[config.mk]
export PLATFORM = sky130hd
export DESIGN_NAME = imem_loader_flat
export DESIGN_NICKNAME = d
export VERILOG_FILES = /design/src/rtl/imem_loader_if.sv /design/src/rtl/imem_loader.sv /design/src/flat_wrapper.sv
export SDC_FILE = /design/constraint.sdc
export NUM_CORES = 1
export LEC_CHECK = 0
export CAP_MARGIN = 20
export CORE_AREA = 2 2 115 117
export CTS_BUF_LIST = sky130_fd_sc_hd__clkbuf_4
export CTS_CLUSTER_SIZE = 10
export DETAILED_ROUTE_END_ITERATION = 6
export DIE_AREA = 0 0 117 119
export PLACE_DENSITY = 0.81
export SYNTH_ARGS = -nofsm -noshare
export SYNTH_HDL_FRONTEND = slang
export SYNTH_SLANG_ARGS = --single-unit
[constraint.sdc]
create_clock -name clk -period 2.9 [get_ports clk]
set_input_delay 0.58 -clock clk [delete_from_list [all_inputs] [get_ports clk]]
set_output_delay 0.58 -clock clk [all_outputs]
set_load 0.03 [all_outputs]
[src/rtl/imem_loader_if.sv]
// ---------------------------------------------------------------------------
// imem_loader_if : byte-stream input and instruction-memory write bus
// Revision: 1.0
// ---------------------------------------------------------------------------
`default_nettype none

`ifndef WORD
`define WORD 32
`endif
`ifndef INSTR_LEN
`define INSTR_LEN 32
`endif

interface imem_loader_if;
   logic                  rx_valid;
   logic [7:0]            rx_byte;
   logic                  rx_ready;
   logic                  imem_we;
   logic [`WORD-1:0]      imem_addr;
   logic [`INSTR_LEN-1:0] imem_wdata;

   modport master (
      input  rx_valid, rx_byte,
      output rx_ready, imem_we, imem_addr, imem_wdata
   );

   modport slave (
      output rx_valid, rx_byte,
      input  rx_ready, imem_we, imem_addr, imem_wdata
   );
endinterface

`default_nettype wire

[src/rtl/imem_loader.sv]
// ---------------------------------------------------------------------------
// imem_loader : loads a length-prefixed, XOR-checksummed program into imem
// Revision: 1.0
// ---------------------------------------------------------------------------
`default_nettype none

`ifndef WORD
`define WORD 32
`endif
`ifndef INSTR_LEN
`define INSTR_LEN 32
`endif

module imem_loader #(
   parameter logic [`WORD-1:0] BASE_ADDR = '0,
   parameter int               MAX_WORDS = 256
) (
   input  wire logic     clk,
   input  wire logic     reset,
   input  wire logic     start,
   imem_loader_if.master bus,
   output logic          cpu_hold,
   output logic          done,
   output logic          error
);

   localparam logic [2:0] c_IDLE   = 3'd0;
   localparam logic [2:0] c_LEN_LO = 3'd1;
   localparam logic [2:0] c_LEN_HI = 3'd2;
   localparam logic [2:0] c_DATA   = 3'd3;
   localparam logic [2:0] c_CSUM   = 3'd4;
   localparam logic [2:0] c_DONE   = 3'd5;
   localparam logic [2:0] c_ERR    = 3'd6;

   logic [2:0]            r_state;
   logic [15:0]           r_len;
   logic [15:0]           r_word_cnt;
   logic [1:0]            r_byte_idx;
   logic [23:0]           r_word;
   logic [7:0]            r_csum;
   logic [`WORD-1:0]      r_next_addr;
   logic [`WORD-1:0]      r_addr;
   logic [`INSTR_LEN-1:0] r_wdata;
   logic                  r_we;
   logic                  r_done;
   logic                  r_error;

   logic                  w_ready;
   logic                  w_xfer;
   logic                  w_begin;
   logic [15:0]           w_len;
   logic                  w_too_long;
   logic                  w_last_word;

   assign w_ready     = (r_state == c_LEN_LO) || (r_state == c_LEN_HI) ||
                        (r_state == c_DATA)   || (r_state == c_CSUM);
   assign w_xfer      = bus.rx_valid && w_ready;
   // start is honoured only while no load is in flight
   assign w_begin     = start && ((r_state == c_IDLE) || (r_state == c_DONE) ||
                                  (r_state == c_ERR));
   assign w_len       = {bus.rx_byte, r_len[7:0]};
   assign w_too_long  = {1'b0, w_len} > 17'(MAX_WORDS);
   assign w_last_word = (r_word_cnt == (r_len - 16'd1));

   always_ff @(posedge clk) begin
      if (!reset) begin
         r_state     <= c_IDLE;
         r_len       <= '0;
         r_word_cnt  <= '0;
         r_byte_idx  <= '0;
         r_word      <= '0;
         r_csum      <= '0;
         r_next_addr <= BASE_ADDR;
         r_addr      <= BASE_ADDR;
         r_wdata     <= '0;
         r_we        <= 1'b0;
         r_done      <= 1'b0;
         r_error     <= 1'b0;
      end else begin
         r_we <= 1'b0;
         if (w_begin) begin
            r_state     <= c_LEN_LO;
            r_len       <= '0;
            r_word_cnt  <= '0;
            r_byte_idx  <= '0;
            r_csum      <= '0;
            r_next_addr <= BASE_ADDR;
            r_done      <= 1'b0;
            r_error     <= 1'b0;
         end else if (w_xfer) begin
            case (r_state)
               c_LEN_LO: begin
                  r_len[7:0] <= bus.rx_byte;
                  r_state    <= c_LEN_HI;
               end
               c_LEN_HI: begin
                  r_len <= w_len;
                  if (w_too_long) begin
                     r_state <= c_ERR;
                     r_error <= 1'b1;
                  end else if (w_len == 16'd0) begin
                     r_state <= c_CSUM;
                  end else begin
                     r_state <= c_DATA;
                  end
               end
               c_DATA: begin
                  r_csum     <= r_csum ^ bus.rx_byte;
                  r_byte_idx <= r_byte_idx + 2'd1;
                  case (r_byte_idx)
                     2'd0: r_word[7:0]   <= bus.rx_byte;
                     2'd1: r_word[15:8]  <= bus.rx_byte;
                     2'd2: r_word[23:16] <= bus.rx_byte;
                     default: begin
                        // the write issues on the next cycle; the state may move on meanwhile
                        r_we        <= 1'b1;
                        r_addr      <= r_next_addr;
                        r_next_addr <= r_next_addr + `WORD'(4);
                        r_wdata     <= {bus.rx_byte, r_word};
                        r_word_cnt  <= r_word_cnt + 16'd1;
                        if (w_last_word) begin
                           r_state <= c_CSUM;
                        end
                     end
                  endcase
               end
               c_CSUM: begin
                  if (bus.rx_byte == r_csum) begin
                     r_state <= c_DONE;
                     r_done  <= 1'b1;
                  end else begin
                     r_state <= c_ERR;
                     r_error <= 1'b1;
                  end
               end
               default: r_state <= r_state;
            endcase
         end
      end
   end

   assign bus.rx_ready   = w_ready;
   assign bus.imem_we    = r_we;
   assign bus.imem_addr  = r_addr;
   assign bus.imem_wdata = r_wdata;
   assign cpu_hold       = (r_state != c_DONE);
   assign done           = r_done;
   assign error          = r_error;

endmodule

`default_nettype wire
[src/flat_wrapper.sv]
// flat-port wrapper written by rule: the top's interface ports become plain ports
module imem_loader_flat 
#(
   parameter logic [`WORD-1:0] BASE_ADDR = '0,
   parameter int               MAX_WORDS = 256
)
  (clk, reset, start, cpu_hold, done, error, bus_rx_valid, bus_rx_byte, bus_rx_ready, bus_imem_we, bus_imem_addr, bus_imem_wdata);
  imem_loader_if bus_i ();
  input  wire logic clk;
  input  wire logic reset;
  input  wire logic start;
  output logic cpu_hold;
  output logic done;
  output logic error;
  input wire logic [$bits(bus_i.rx_valid)-1:0] bus_rx_valid;
  input wire logic [$bits(bus_i.rx_byte)-1:0] bus_rx_byte;
  output wire logic [$bits(bus_i.rx_ready)-1:0] bus_rx_ready;
  output wire logic [$bits(bus_i.imem_we)-1:0] bus_imem_we;
  output wire logic [$bits(bus_i.imem_addr)-1:0] bus_imem_addr;
  output wire logic [$bits(bus_i.imem_wdata)-1:0] bus_imem_wdata;
  assign bus_i.rx_valid = bus_rx_valid;
  assign bus_i.rx_byte = bus_rx_byte;
  assign bus_rx_ready = bus_i.rx_ready;
  assign bus_imem_we = bus_i.imem_we;
  assign bus_imem_addr = bus_i.imem_addr;
  assign bus_imem_wdata = bus_i.imem_wdata;
  imem_loader #(.BASE_ADDR(BASE_ADDR), .MAX_WORDS(MAX_WORDS)) u_core (.clk(clk), .reset(reset), .start(start), .bus(bus_i), .cpu_hold(cpu_hold), .done(done), .error(error));
endmodule
Word level (Yosys, flattened, before mapping)

Index checks and enable logic that the tools add are counted.

Add/subtract/negate cells: 4
$lt $le $gt $ge: 1
Equality and inequality tests: 17
Mux-type cells: 12
Bitwise logic cells: 6
Reductions and logical operators: 29

Operators by type and width:

| operator                                                                         | count |
|---|---|
| 32-bit by 3-bit adder with 32-bit output, second input constant                  | 1 |
| 4-bit AND reduction                                                              | 7 |
| 16-bit by 1-bit adder with 16-bit output, second input constant                  | 1 |
| 16-bit == test                                                                   | 1 |
| 16-bit by 9-bit greater-than comparator with 1-bit output, second input constant | 1 |
| 16-bit logical NOT                                                               | 1 |
| 16-bit by 1-bit subtractor with 16-bit output, second input constant             | 1 |
| 3-bit two-way mux                                                                | 4 |
| 3-bit one-hot mux with 4 select lines                                            | 1 |
| 3-bit == test, second input constant                                             | 3 |
| 8-bit == test                                                                    | 1 |
| 8-bit XOR                                                                        | 1 |
| 3-bit by 2-bit == test with 1-bit output, second input constant                  | 2 |
| 2-bit AND reduction                                                              | 3 |
| 3-bit AND reduction                                                              | 2 |
| 1-bit logical OR                                                                 | 5 |
| 1-bit two-way mux                                                                | 5 |
| 1-bit inverter                                                                   | 5 |
| 5-bit nonzero test                                                               | 1 |
| 2-bit by 1-bit inequality test with 1-bit output, second input constant          | 2 |
| 2-bit inequality test, second input constant                                     | 2 |
| 2-bit nonzero test                                                               | 2 |
| 4-bit nonzero test                                                               | 1 |
| 4-bit OR reduction                                                               | 1 |
| 14 further kinds                                                                 | 15 |

Register bits: 168
Input port bits: 12
Output and inout bits: 69
Logic and storage cells: 85

Longest topological paths before layout

Depth after elaboration: 7
Mapped depth: 10
Depth with buffers taken out: 9

Worst setup path after synthesis

No wires, ideal clock.

Path kind: register -> register
Start point: reg u_core.r_state[1]
End point: reg u_core.r_state[0]
Library setup time: 0.119 ns
Data arrival time: 2.172 ns
Data required time: 2.781 ns
Slack: 0.609 ns
Stages on the path, launching flop included: 9
Path buffers: 1
Period minus slack after synthesis: 2.291 ns
Path through: dfxtp_1 > clkbuf_1 > nor2_1 > xnor2_1 > o2111ai_1 > a211oi_1 > and4_1 > a21oi_1 > o221a_1

Cells in the longest elaborated chain, start to end: 7
Elaborated cells on any way between the ends: 22
Those cells by class: 8 x eq/ne; 3 x mux; 11 x reduce/logical

RTL lines:

| item                                                                                                        | line               | source |
|---|---|---|
| from (decl)                                                                                                 | imem_loader.sv:35  | `logic [2:0] r_state;` |
| from (signal assigned)                                                                                      | imem_loader.sv:67  | `r_state <= c_IDLE;` |
| from (signal assigned)                                                                                      | imem_loader.sv:82  | `r_state <= c_LEN_LO;` |
| from (signal assigned)                                                                                      | imem_loader.sv:94  | `r_state <= c_LEN_HI;` |
| 3-bit by 1-bit == test with 1-bit output / 3-bit by 2-bit == test with 1-bit output (equally long branches) | imem_loader.sv:55  | `assign w_ready = (r_state == c_LEN_LO) \|\| (r_state == c_LEN_HI) \|\|` |
| 1-bit logical OR (2 in a row)                                                                               | imem_loader.sv:55  |  |
| 1-bit logical OR *                                                                                          | imem_loader.sv:56  | `(r_state == c_DATA) \|\| (r_state == c_CSUM);` |
| via bus_rx_ready                                                                                            | flat_wrapper.sv:17 | `output wire logic [$bits(bus_i.rx_ready)-1:0] bus_rx_ready;` |
| 1-bit logical AND *                                                                                         | imem_loader.sv:57  | `assign w_xfer = bus.rx_valid && w_ready;` |
| 2-bit nonzero test (no source line) *                                                                       | --                 |  |
| 4-bit AND reduction (no source line) *                                                                      | --                 |  |

Mark *: on every way through the listed nets, which the timed path passes. The rest lies on a longest branch. The select of a mux whose other input is x is not followed.
A chain may end at the register's enable or synchronous reset.

Worst setup path after layout

Start point: reg u_core.r_state[2]
End point: out cpu_hold

Cells in the longest elaborated chain, start to end: 1

RTL lines:

| item                  | line               | source |
|---|---|---|
| 3-bit inequality test | imem_loader.sv:146 | `assign cpu_hold = (r_state != c_DONE);` |
| to (decl)             | flat_wrapper.sv:12 | `output logic cpu_hold;` |

Every way passes these cells.

==> key figures <==
Status
  • Status: finished, final reports clean

GRT
  • Vias in the first global route: between 5000 and 6000
  • Largest net degree at the start of global routing: 77
  • Total GRT Usage: 0.234
  • First-pass GRT wire length: 26100 um
  • Initial antenna violation count: 1
  • Remaining Overflow, GRT: 0

Min path
  • Worst min path class: reg2reg

Yosys
  • Synth Flop Type: dfxtp_1
  • Yosys cell types: 54
  • Post-synth EDFFs: 0
  • Ys async rst share: 0
  • YS warnings: 0
  • Cells after synthesis: 868
  • FF+latch count, synth: 164
  • Mapped Area: 0.00719 sq mm
  • Sequential area share after synthesis: 0.456
  • Syn avg cell area: between 8 and 9 sq um

Setup path
  • CP cell instances: nor2b_1 -> nand2_1 -> clkdlybuf4s50_1
  • CP Class: reg2out
  • Worst EP required: 2.32 ns
  • Worst reg2reg startpoint: u_core.r_len[0]
  • R2r setup slk: 0.40 ns
  • R2R Path End: u_core.r_state[1]
  • R2r worst-path depth: 9
  • Top delay family on crit path: buffers and inverters
  • Crit path DAT: 2.09 ns
  • CP Buf/Inv Count: 1
  • Setup crit start: u_core.r_state[2]
  • CP Capture Type: output pin
  • Slowest stage delay, CP: 0.62 ns
  • Setup crit end: cpu_hold
  • Path length in cells of the critical path: 3
  • Slowest cell on the critical path: clkdlybuf4s50_1
  • Crit path max fanout: 10
  • Startpoint Class: flip-flop

Place
  • GP Congestion: roughly 0.85
  • Number of buffers added on ports: 78
  • Hpwl dp: ~11000 um
  • Pre-CTS WS: ~0.2 ns

Detailed routing
  • Final wirelength: 15600 um
  • 1st-iter DRT viols: 431
  • Via count of the routed design: 5901
  • Pre-antenna DRT Iters: 4
  • DR DRC count: 0
  • Routed WL per cell: approximately 14 um
  • Post-route ant nets: 0
  • Via density: 5.27

CTS
  • Worst skew pair latency: ~0.55 ns
  • Worst-path clk slew: 0.14 ns
  • TritonCTS clock tree: built
  • CTS Buf Count: 17
  • Post-CTS setup buffer count: 0
  • Clock tree buffer depth: 2
  • CTS Root Cell: clkbuf_4
  • H-tree depth: 4
  • Hold_buf cts: 0
  • CTS Sinks: 164

STA
  • RSZ-0062 raised after global routing: no
  • Worst-Margin Slew: 0.494 ns
  • Final Hold Viols: 0
  • Tcrit/Tclk final: 0.920
  • Max frequency: 375 MHz
  • Setup Viol. Count Final: 0
  • Final number of max-transition violations: 0
  • Final WS setup: 0.233 ns
  • Relative slew slack: 0.666
  • Final min period: 2.67 ns
  • TNS Setup: 0 ns
  • Clock skew: approximately 0.013 ns

Job
  • Maxcap violations: 0

Die
  • Die area: roughly 0.014 sq mm
  • Starting Density: 0.559
  • # IOs: 81
  • Core ar.: 0.0129 sq mm
  • Die Height: ~120 um
  • Rows: 42
  • Die W: about 120 um

Pwr
  • Max VDD drop: 334 uV
  • Pwr dens: 472 mW/mm^2
  • Lkg Pwr: 2.89 nW

Layout
  • Layout cells sized above 1: 0.0721
  • Synth-to-layout area growth: 17.8%
  • Fin nets: 950
## logic make-up after synthesis
kind of cell | after synthesis | share of synthesized area
other | 1 | 0.000521
buffers and inverters | 69 | 0.0395
flip-flops | 164 | 0.456
XOR/XNOR | 77 | 0.0938
AO/OA/AOI/OAI | 139 | 0.135
AND/OR/NAND/NOR | 402 | 0.250
adder cells (fa/ha/maj) | 7 | 0.0122
multiplexers | 9 | 0.0127
## where the power goes
part | leakage (nW) | total (W) | internal [W] | switching [W]
registers | 1.32 | 0.00229 | 0.00227 | 0.0000223
logic | 1.41 | 0.000328 | 0.000137 | 0.000190
clock network | 0.151 | 0.00138 | 0.000588 | 0.000793
## how the worst min path moves through the flow
| stage | cells after the start | from | slack (ns) | end |
|---|---|---|---|---|
| after detailed placement | 2 | u_core.bus.imem_wdata[1] | 0.45 | u_core.bus.imem_wdata[1] |
| after CTS | 2 | u_core.bus.imem_wdata[1] | 0.47 | u_core.bus.imem_wdata[1] |
| after global placement | 2 | u_core.r_word[0] | 0.45 | u_core.bus.imem_wdata[0] |
| after floorplan | 2 | u_core.r_word[10] | 0.44 | u_core.bus.imem_wdata[10] |
| final | 2 | u_core.r_word[20] | 0.47 | u_core.bus.imem_wdata[20] |
| after global routing | 2 | u_core.r_word[19] | 0.49 | u_core.bus.imem_wdata[19] |
## flip-flops by register name, summed over array words and instances, names as in the netlist, 2 cells and up
signal                 count
u_core.r_len              16
u_core.r_next_addr        30
u_core.r_state             3
u_core.r_csum              8
u_core.r_word_cnt         16
u_core.bus.imem_wdata     32
u_core.r_byte_idx          2
u_core.r_word             24
u_core.bus.imem_addr      30
## metal layers
layer / wire length, um / part of all wire / vias up / GRT usage
met4: 152 / 0.0097 / 0 / 0.0632
met3: 712 / 0.046 / 14 / 0.0504
met2: 7750 / 0.50 / 137 / 0.382
met1: 6990 / 0.45 / 2750 / 0.313
met5: 0 / 0 / - / 0
li1: - / - / 3000 / -
## layout by cell type (no fill, tap or decap), drive strengths merged, types with 8 or more instances in the layout
cell | netlist | routed
inv | 11 | 13
a21boi | 86 | 86
buf | 17 | 24
or3 | 9 | 9
nand2 | 209 | 209
a21oi | 25 | 25
xor2 | 46 | 46
o21ai | 12 | 12
nand3 | 42 | 42
nor2 | 83 | 83
and3 | 9 | 9
nand4 | 12 | 12
clkdlybuf4s50 | 0 | 76
nor3 | 10 | 10
mux2i | 8 | 8
xnor2 | 31 | 31
clkbuf | 41 | 17
dfxtp | 164 | 164
## area by class of cell
type                       count  area (sq um)
fill                        1070          4400
antenna                        1          2.50
timing repair buffer         101          1000
clock inverter                14           161
clock buffer                  17           128
sequential                   164          3290
inverter                      11          41.3
tap                          176           220
multi-input combinational    636          3640
## worst reg2reg max path: stages, from the launching register on
cell,delay (ns)
dfxtp_1,0.38
inv_1,0.09
ha_1,0.30
nor4b_1,0.47
a21oi_1,0.17
a211o_1,0.30
a31oi_1,0.20
a211oi_2,0.08
a21oi_1,0.26
mux2i_1,0.20
## what timing repair did
item,4_1_cts,5_1_grt
setup endpoints to repair,1,2
resized for setup,1,2
endpoints found under the hold margin,0,0
## Yosys cell counts, types with 2 or more instances
cell,instances,share of area
buf_4,2,0.0021
ha_1,7,0.012
xor2_1,46,0.056
xnor2_1,31,0.038
nor3b_1,2,0.0021
or3_1,9,0.0078
and4_1,7,0.0085
buf_6,2,0.0031
inv_1,11,0.0057
nor4_1,6,0.0052
nand2_1,209,0.11
o21ai_0,12,0.0083
clkbuf_1,41,0.021
and3_1,9,0.0078
nor2_1,82,0.043
buf_2,2,0.0014
dfxtp_1,164,0.46
a21boi_0,86,0.090
nand3_1,42,0.029
nor2b_1,5,0.0043
mux2i_1,8,0.011
nand4_1,10,0.0087
nor3_2,2,0.0028
a211oi_1,2,0.0021
buf_1,11,0.0057
and2_1,2,0.0017
a21oi_1,25,0.017
nor3_1,7,0.0049
## stage by stage
stage,total power [W],instance area [sq um],hold WS (ns),util,instances
6_report,0.00400,8480,0.465,0.658,1120
5_1_grt,0.00417,8480,0.488,0.658,1120
4_1_cts,0.00402,8470,0.472,0.658,1119
3_5_place_dp,0.00266,8180,0.455,0.635,1088
3_3_place_gp,0.00266,8180,0.447,0.635,1088
2_1_floorplan,0.00257,7200,0.441,-,869
(Power assumes the default switching activity.)
